File: src/rtl/alu_seq_handshake.sv
// Registered, handshaked ALU with an accumulator and an iterative shift-add multiplier.
// One operand bundle is accepted in IDLE; results are held in DONE until the consumer takes them.
module alu_seq_handshake #(
  parameter int unsigned WIDTH = 8
) (
  input  logic               clk,
  input  logic               rst,
  input  logic               in_valid,
  output logic               in_ready,
  input  logic [3:0]         op,
  input  logic [WIDTH-1:0]   a,
  input  logic [WIDTH-1:0]   b,
  input  logic               use_acc,
  output logic               out_valid,
  input  logic               out_ready,
  output logic [2*WIDTH-1:0] result,
  output logic               flag_z,
  output logic               flag_c,
  output logic               flag_n,
  output logic               flag_v,
  output logic [WIDTH-1:0]   acc,
  output logic               busy
);

  localparam int unsigned SHW = $clog2(WIDTH);
  localparam int unsigned DW  = 2 * WIDTH;
  localparam int unsigned MSB = WIDTH - 1;

  typedef enum logic [1:0] {S_IDLE, S_MUL, S_DONE} state_t;

  typedef enum logic [3:0] {
    OP_ADD, OP_SUB, OP_AND, OP_OR, OP_XOR, OP_NOT, OP_SHL, OP_SHR,
    OP_ASR, OP_ROL, OP_ROR, OP_MUL, OP_PASS, OP_INC, OP_DEC, OP_CLR
  } op_t;

  state_t           state;
  logic [WIDTH-1:0] mcand;
  logic [WIDTH-1:0] mplier;
  logic [DW-1:0]    prod;
  logic [SHW-1:0]   cnt;

  logic [WIDTH-1:0] opa;
  logic [WIDTH-1:0] opb_arith;
  logic [SHW-1:0]   shamt;
  logic [WIDTH:0]   sum;
  logic [WIDTH:0]   diff;
  logic [DW-1:0]    rol_t;
  logic [DW-1:0]    ror_t;
  logic [WIDTH-1:0] alu_res;
  logic             alu_c;
  logic             alu_v;
  logic [DW-1:0]    mul_term;
  logic [DW-1:0]    prod_nxt;

  // Single-cycle datapath for every opcode except MUL
  always_comb begin
    alu_res   = '0;
    alu_c     = 1'b0;
    alu_v     = 1'b0;
    opa       = use_acc ? acc : a;
    shamt     = b[SHW-1:0];
    opb_arith = (op_t'(op) == OP_INC || op_t'(op) == OP_DEC) ? WIDTH'(1) : b;
    sum       = {1'b0, opa} + {1'b0, opb_arith};
    diff      = {1'b0, opa} - {1'b0, opb_arith};
    rol_t     = {opa, opa} << shamt;
    ror_t     = {opa, opa} >> shamt;
    case (op_t'(op))
      OP_ADD, OP_INC: begin
        alu_res = sum[WIDTH-1:0];
        alu_c   = sum[WIDTH];
        alu_v   = (opa[MSB] == opb_arith[MSB]) && (alu_res[MSB] != opa[MSB]);
      end
      OP_SUB, OP_DEC: begin
        alu_res = diff[WIDTH-1:0];
        alu_c   = diff[WIDTH];
        alu_v   = (opa[MSB] != opb_arith[MSB]) && (alu_res[MSB] != opa[MSB]);
      end
      OP_AND:  alu_res = opa & b;
      OP_OR:   alu_res = opa | b;
      OP_XOR:  alu_res = opa ^ b;
      OP_NOT:  alu_res = ~opa;
      OP_SHL:  alu_res = opa << shamt;
      OP_SHR:  alu_res = opa >> shamt;
      OP_ASR:  alu_res = WIDTH'($signed(opa) >>> shamt);
      OP_ROL:  alu_res = rol_t[DW-1:WIDTH];
      OP_ROR:  alu_res = ror_t[WIDTH-1:0];
      OP_PASS: alu_res = b;
      default: alu_res = '0;
    endcase
  end

  // One shift-add step: add the multiplicand shifted by the step index when the current bit is set
  always_comb begin
    mul_term = mplier[0] ? (DW'(mcand) << cnt) : '0;
    prod_nxt = prod + mul_term;
  end

  always_ff @(posedge clk or posedge rst) begin
    if (rst) begin
      state     <= S_IDLE;
      in_ready  <= 1'b1;
      out_valid <= 1'b0;
      busy      <= 1'b0;
      result    <= '0;
      flag_z    <= 1'b0;
      flag_c    <= 1'b0;
      flag_n    <= 1'b0;
      flag_v    <= 1'b0;
      acc       <= '0;
      mcand     <= '0;
      mplier    <= '0;
      prod      <= '0;
      cnt       <= '0;
    end else begin
      case (state)
        S_IDLE: begin
          if (in_valid && in_ready) begin
            in_ready <= 1'b0;
            busy     <= 1'b1;
            if (op_t'(op) == OP_MUL) begin
              mcand  <= opa;
              mplier <= b;
              prod   <= '0;
              cnt    <= '0;
              state  <= S_MUL;
            end else begin
              result    <= {{WIDTH{1'b0}}, alu_res};
              flag_z    <= (alu_res == '0);
              flag_c    <= alu_c;
              flag_n    <= alu_res[MSB];
              flag_v    <= alu_v;
              acc       <= alu_res;
              out_valid <= 1'b1;
              state     <= S_DONE;
            end
          end
        end
        S_MUL: begin
          prod   <= prod_nxt;
          mplier <= mplier >> 1;
          cnt    <= cnt + SHW'(1);
          if (cnt == SHW'(WIDTH - 1)) begin
            result    <= prod_nxt;
            flag_z    <= (prod_nxt == '0);
            flag_c    <= |prod_nxt[DW-1:WIDTH];
            flag_n    <= prod_nxt[DW-1];
            flag_v    <= 1'b0;
            acc       <= prod_nxt[WIDTH-1:0];
            out_valid <= 1'b1;
            state     <= S_DONE;
          end
        end
        S_DONE: begin
          if (out_ready) begin
            out_valid <= 1'b0;
            busy      <= 1'b0;
            in_ready  <= 1'b1;
            state     <= S_IDLE;
          end
        end
        default: begin
          state     <= S_IDLE;
          in_ready  <= 1'b1;
          out_valid <= 1'b0;
          busy      <= 1'b0;
        end
      endcase
    end
  end

endmodule

File: config.mk
export PLATFORM = sky130hd
export DESIGN_NAME = alu_seq_handshake
export DESIGN_NICKNAME = d
export VERILOG_FILES = /design/src/rtl/alu_seq_handshake.sv
export SDC_FILE = /design/constraint.sdc
export NUM_CORES = 1
export LEC_CHECK = 0
export CAP_MARGIN = 0
export CORE_MARGIN = 2
export CORE_UTILIZATION = 60
export DETAILED_ROUTE_END_ITERATION = 7
export DONT_BUFFER_PORTS = 1
export PLACE_DENSITY = 0.76
export SETUP_SLACK_MARGIN = 0.15
export SKIP_CTS_REPAIR_TIMING = 1
export SYNTH_ARGS = -nofsm -noshare
export SYNTH_HDL_FRONTEND = slang
export SYNTH_SLANG_ARGS = --single-unit
export TNS_END_PERCENT = 5
File: constraint.sdc
create_clock -name clk -period 3.9 [get_ports clk]
set_input_delay 1.17 -clock clk [delete_from_list [all_inputs] [get_ports clk]]
set_output_delay 1.17 -clock clk [all_outputs]
set_load 0.05 [all_outputs]
==> impl_metrics.toml, run 1 <==
[outcome]
status = "finished clean"

[die]
start_util_pct = 61.9
die_area_mm2 = 0.0115
fp.dieH_um = 107
fp.coreArea_mm2 = 0.0104
io_pins = 56
die_x_um = 107
num_rows = 37

[final_layout]
post-route-util_pct = 67.8
multi_input_area_mm2 = 0.00459
seq_area_mm2 = 0.00151
antenna_cells = 0
drive_above_1_share_pct = 17.1
nets = 866
area_delta_synth_final_pct = 9.39
fill_cells = 870

[place]
portBuffers = 0
place_congestion = 1.01
dp_slack_ns = -0.00645
dp_hpwl_um = 15600

[clock_tree]
tritoncts = "yes"
clock-root-buffer = "clkbuf_8"
htreeDepth = 3
cts.sinks = 60
clock_path_buffers = 2
clk_latency_ns = 0.34
cts.clk_slew.worst_paths_ns = 0.07
numCtsBuffers = 9

[setup_path]
critPathKind = "reg -> reg"
cp-end-kind = "flop"
rrSetupSlack_ns = 0.17
start_kind = "flop"
worstPathRequired_ns = 4.11
rr_worst_depth = 15
r2r-end = "flag_c$_DFFE_PP0P_"
r2r_start = "cnt[0]$_DFFE_PP0P_"
cp_max_fo = 6
critPathArrivalTime_ns = 3.93

[timing]
fin_crit_ns = 3.73
worst_pin_slew_ns = 0.935
fmax_mhz = 268
rsz0062_at_grt = "no"
hold_viol_final = 0
setup_viol = 0
fin_skew_ns = 0.0113
fin_crit_sh_pct = 95.5
slew_viol_final = 0
layout_setup_ws_ns = 0.174
max_slew_margin_pct = 37.6

[drt]
drc = 0
ant_nets = 0
drt_iter0_drc = 792
drtPass1Iterations = 6
viasPerCell = 6.78
detail_route.wl_per_cell_um = 22.4
vias = 6284
wl_um = 20700

[synth]
synth_cell_type_count = 76
ys_seq_area_share_pct = 23.4
postSynth.asyncResetShare_pct = 100
yosys-top-cells-area = "dfrtp_1 23%, ha_1 9.9%, nand2_1 6.1%"
post-synth-top-count-cell = "nand2_1"
ys.warnings.count = 0
yosys.area.top_type = "dfrtp_1"
synth_top_area_share_pct = 23.0
synth_area_per_cell_um2 = 8.26
synth_ff_type = "dfrtp_1"
synthesis.nets = 857
mappedNetlistArea_mm2 = 0.00642
synth_edf_count = 0
synth_common_cells = "105 x nand2_1, 59 x dfrtp_1, 59 x nor2_1"
ys_ff_latch = 60
syn_inst = 778

[flow_run]
maxCapViolations = 0

[power]
ir_drop_mv = 0.368
power.total_w = 0.00335
p_leak_nw = 3.19
p_per_area_mw_per_mm2 = 476

[grt]
grt_overflow_total = 0
grt_max_degree = 46
grt_pass1_vias = 6110
antenna_found_initial = 0
grt.total_usage_pct = 36.6
grt_pass1_wl_um = 32500

[hold_path]
hold_path.class = "reg -> reg"
min_path_cells = 2
whs_endpoint = "mplier[6]$_DFFE_PP0P_"
holdCritStartpoint = "mplier[7]$_DFFE_PP0P_"
==> sequential cells by signal (all words and copies together) (netlist names) <==
| name | flops |
|---|---|
| busy | 1 |
| cnt | 3 |
| flag_z | 1 |
| prod | 16 |
| result | 16 |
| flag_c | 1 |
| flag_v | 1 |
| state | 2 |
| out_valid | 1 |
| flag_n | 1 |
| mcand | 8 |
| in_ready | 1 |
| mplier | 8 |
==> how the worst max path moves through the flow <==
stage | startpoint | endpoint | slack [ns] | cells after the start
floorplan | use_acc | result[6]$_DFFE_PP0P_ | 0.08 | 14
global placement | use_acc | flag_z$_DFFE_PP0P_ | 0.09 | 12
detailed placement | use_acc | flag_z$_DFFE_PP0P_ | -0.006 | 12
CTS | cnt[0]$_DFFE_PP0P_ | flag_z$_DFFE_PP0P_ | 0.02 | 15
global route | cnt[0]$_DFFE_PP0P_ | flag_c$_DFFE_PP0P_ | 0.08 | 15
finish | cnt[0]$_DFFE_PP0P_ | flag_c$_DFFE_PP0P_ | 0.17 | 15
==> where the power goes <==
part | switching [W] | internal [W]
clock | 0.000233 | 0.000260
sequential | 0.000239 | 0.000756
combinational | 0.00116 | 0.000696
total | 0.00163 | 0.00171
==> cell usage in the layout (no fill, tap or decap), types with 14 or more instances in the layout <==
cell | netlist | layout
ha_1 | 51 | 50
nor2b_1 | 16 | 14
buf_4 | 8 | 54
o21ai_0 | 51 | 49
a21oi_1 | 40 | 39
inv_1 | 39 | 38
mux4_2 | 16 | 16
nor3_1 | 17 | 15
mux2i_1 | 37 | 33
dfrtp_1 | 59 | 57
nor2_1 | 59 | 58
nand3_1 | 18 | 18
nand2_1 | 105 | 105
==> metal layers <==
metal / track usage, % / vias up / share of wire, %
met4: 18.4 / 0 / 4.9
met3: 5.08 / 67 / 8.0
met5: 0 / - / 0
met1: 46.3 / 3004 / 40
met2: 61.3 / 346 / 48
li1: - / 2867 / -
==> critical path, cell delays in order, from the launching register on <==
cell,delay (ns)
dfrtp_2,0.43
buf_12,0.14
mux2i_1,0.28
nor2_1,0.10
a31oi_1,0.29
nor2_1,0.10
ha_1,0.37
a211oi_1,0.33
nor2_1,0.16
a2111oi_4,0.37
nor3_2,0.10
xnor2_1,0.17
nand4bb_1,0.21
nor4_2,0.33
buf_4,0.17
a21oi_1,0.06
==> per-stage QoR <==
| stage | hold slack, ns | cells | setup TNS (ns) | area [um^2] |
|---|---|---|---|---|
| 5_1_grt | 0.520 | 927 | 0 | 7030 |
| 2_1_floorplan | 0.449 | 778 | 0 | 6500 |
| 4_1_cts | 0.490 | 924 | 0 | 6920 |
| 3_5_place_dp | 0.475 | 909 | -0.00645 | 6750 |
| 3_3_place_gp | 0.456 | 909 | 0 | 6750 |
| 6_report | 0.489 | 927 | 0 | 7030 |
==> area by class of cell <==
type                            instances  share of cell area (%)
Clock buffer                           13                    2.26
Clock inverter                          2                   0.142
Timing Repair Buffer                   56                    6.13
Tap cell                              136                    2.42
Inverter                               43                    2.30
Sequential cell                        60                    21.4
Multi-Input combinational cell        617                    65.3
==> cells by family (layout without fill, tap and decap cells) <==
| family | Yosys count | count (layout) | share of synthesized area, % |
|---|---|---|---|
| simple gates | 275 | 275 | 20.8 |
| compound gates | 208 | 208 | 21.8 |
| buf+inv | 101 | 114 | 6.93 |
| mux | 67 | 67 | 14.5 |
| flops | 60 | 60 | 23.4 |
| fa+ha+maj | 54 | 54 | 10.9 |
| xor+xnor | 13 | 13 | 1.77 |
(Power assumes the default switching activity.)
==> run 2: changes to the inputs <==
--- a/config.mk
+++ b/config.mk
@@ -8,6 +8,7 @@
 export CAP_MARGIN = 0
 export CORE_MARGIN = 2
 export CORE_UTILIZATION = 60
+export CTS_CLUSTER_SIZE = 20
 export DETAILED_ROUTE_END_ITERATION = 7
 export DONT_BUFFER_PORTS = 1
 export PLACE_DENSITY = 0.76
==> results of run 2 <==
Final layout, timing and power as in run 1 (identical DEF).
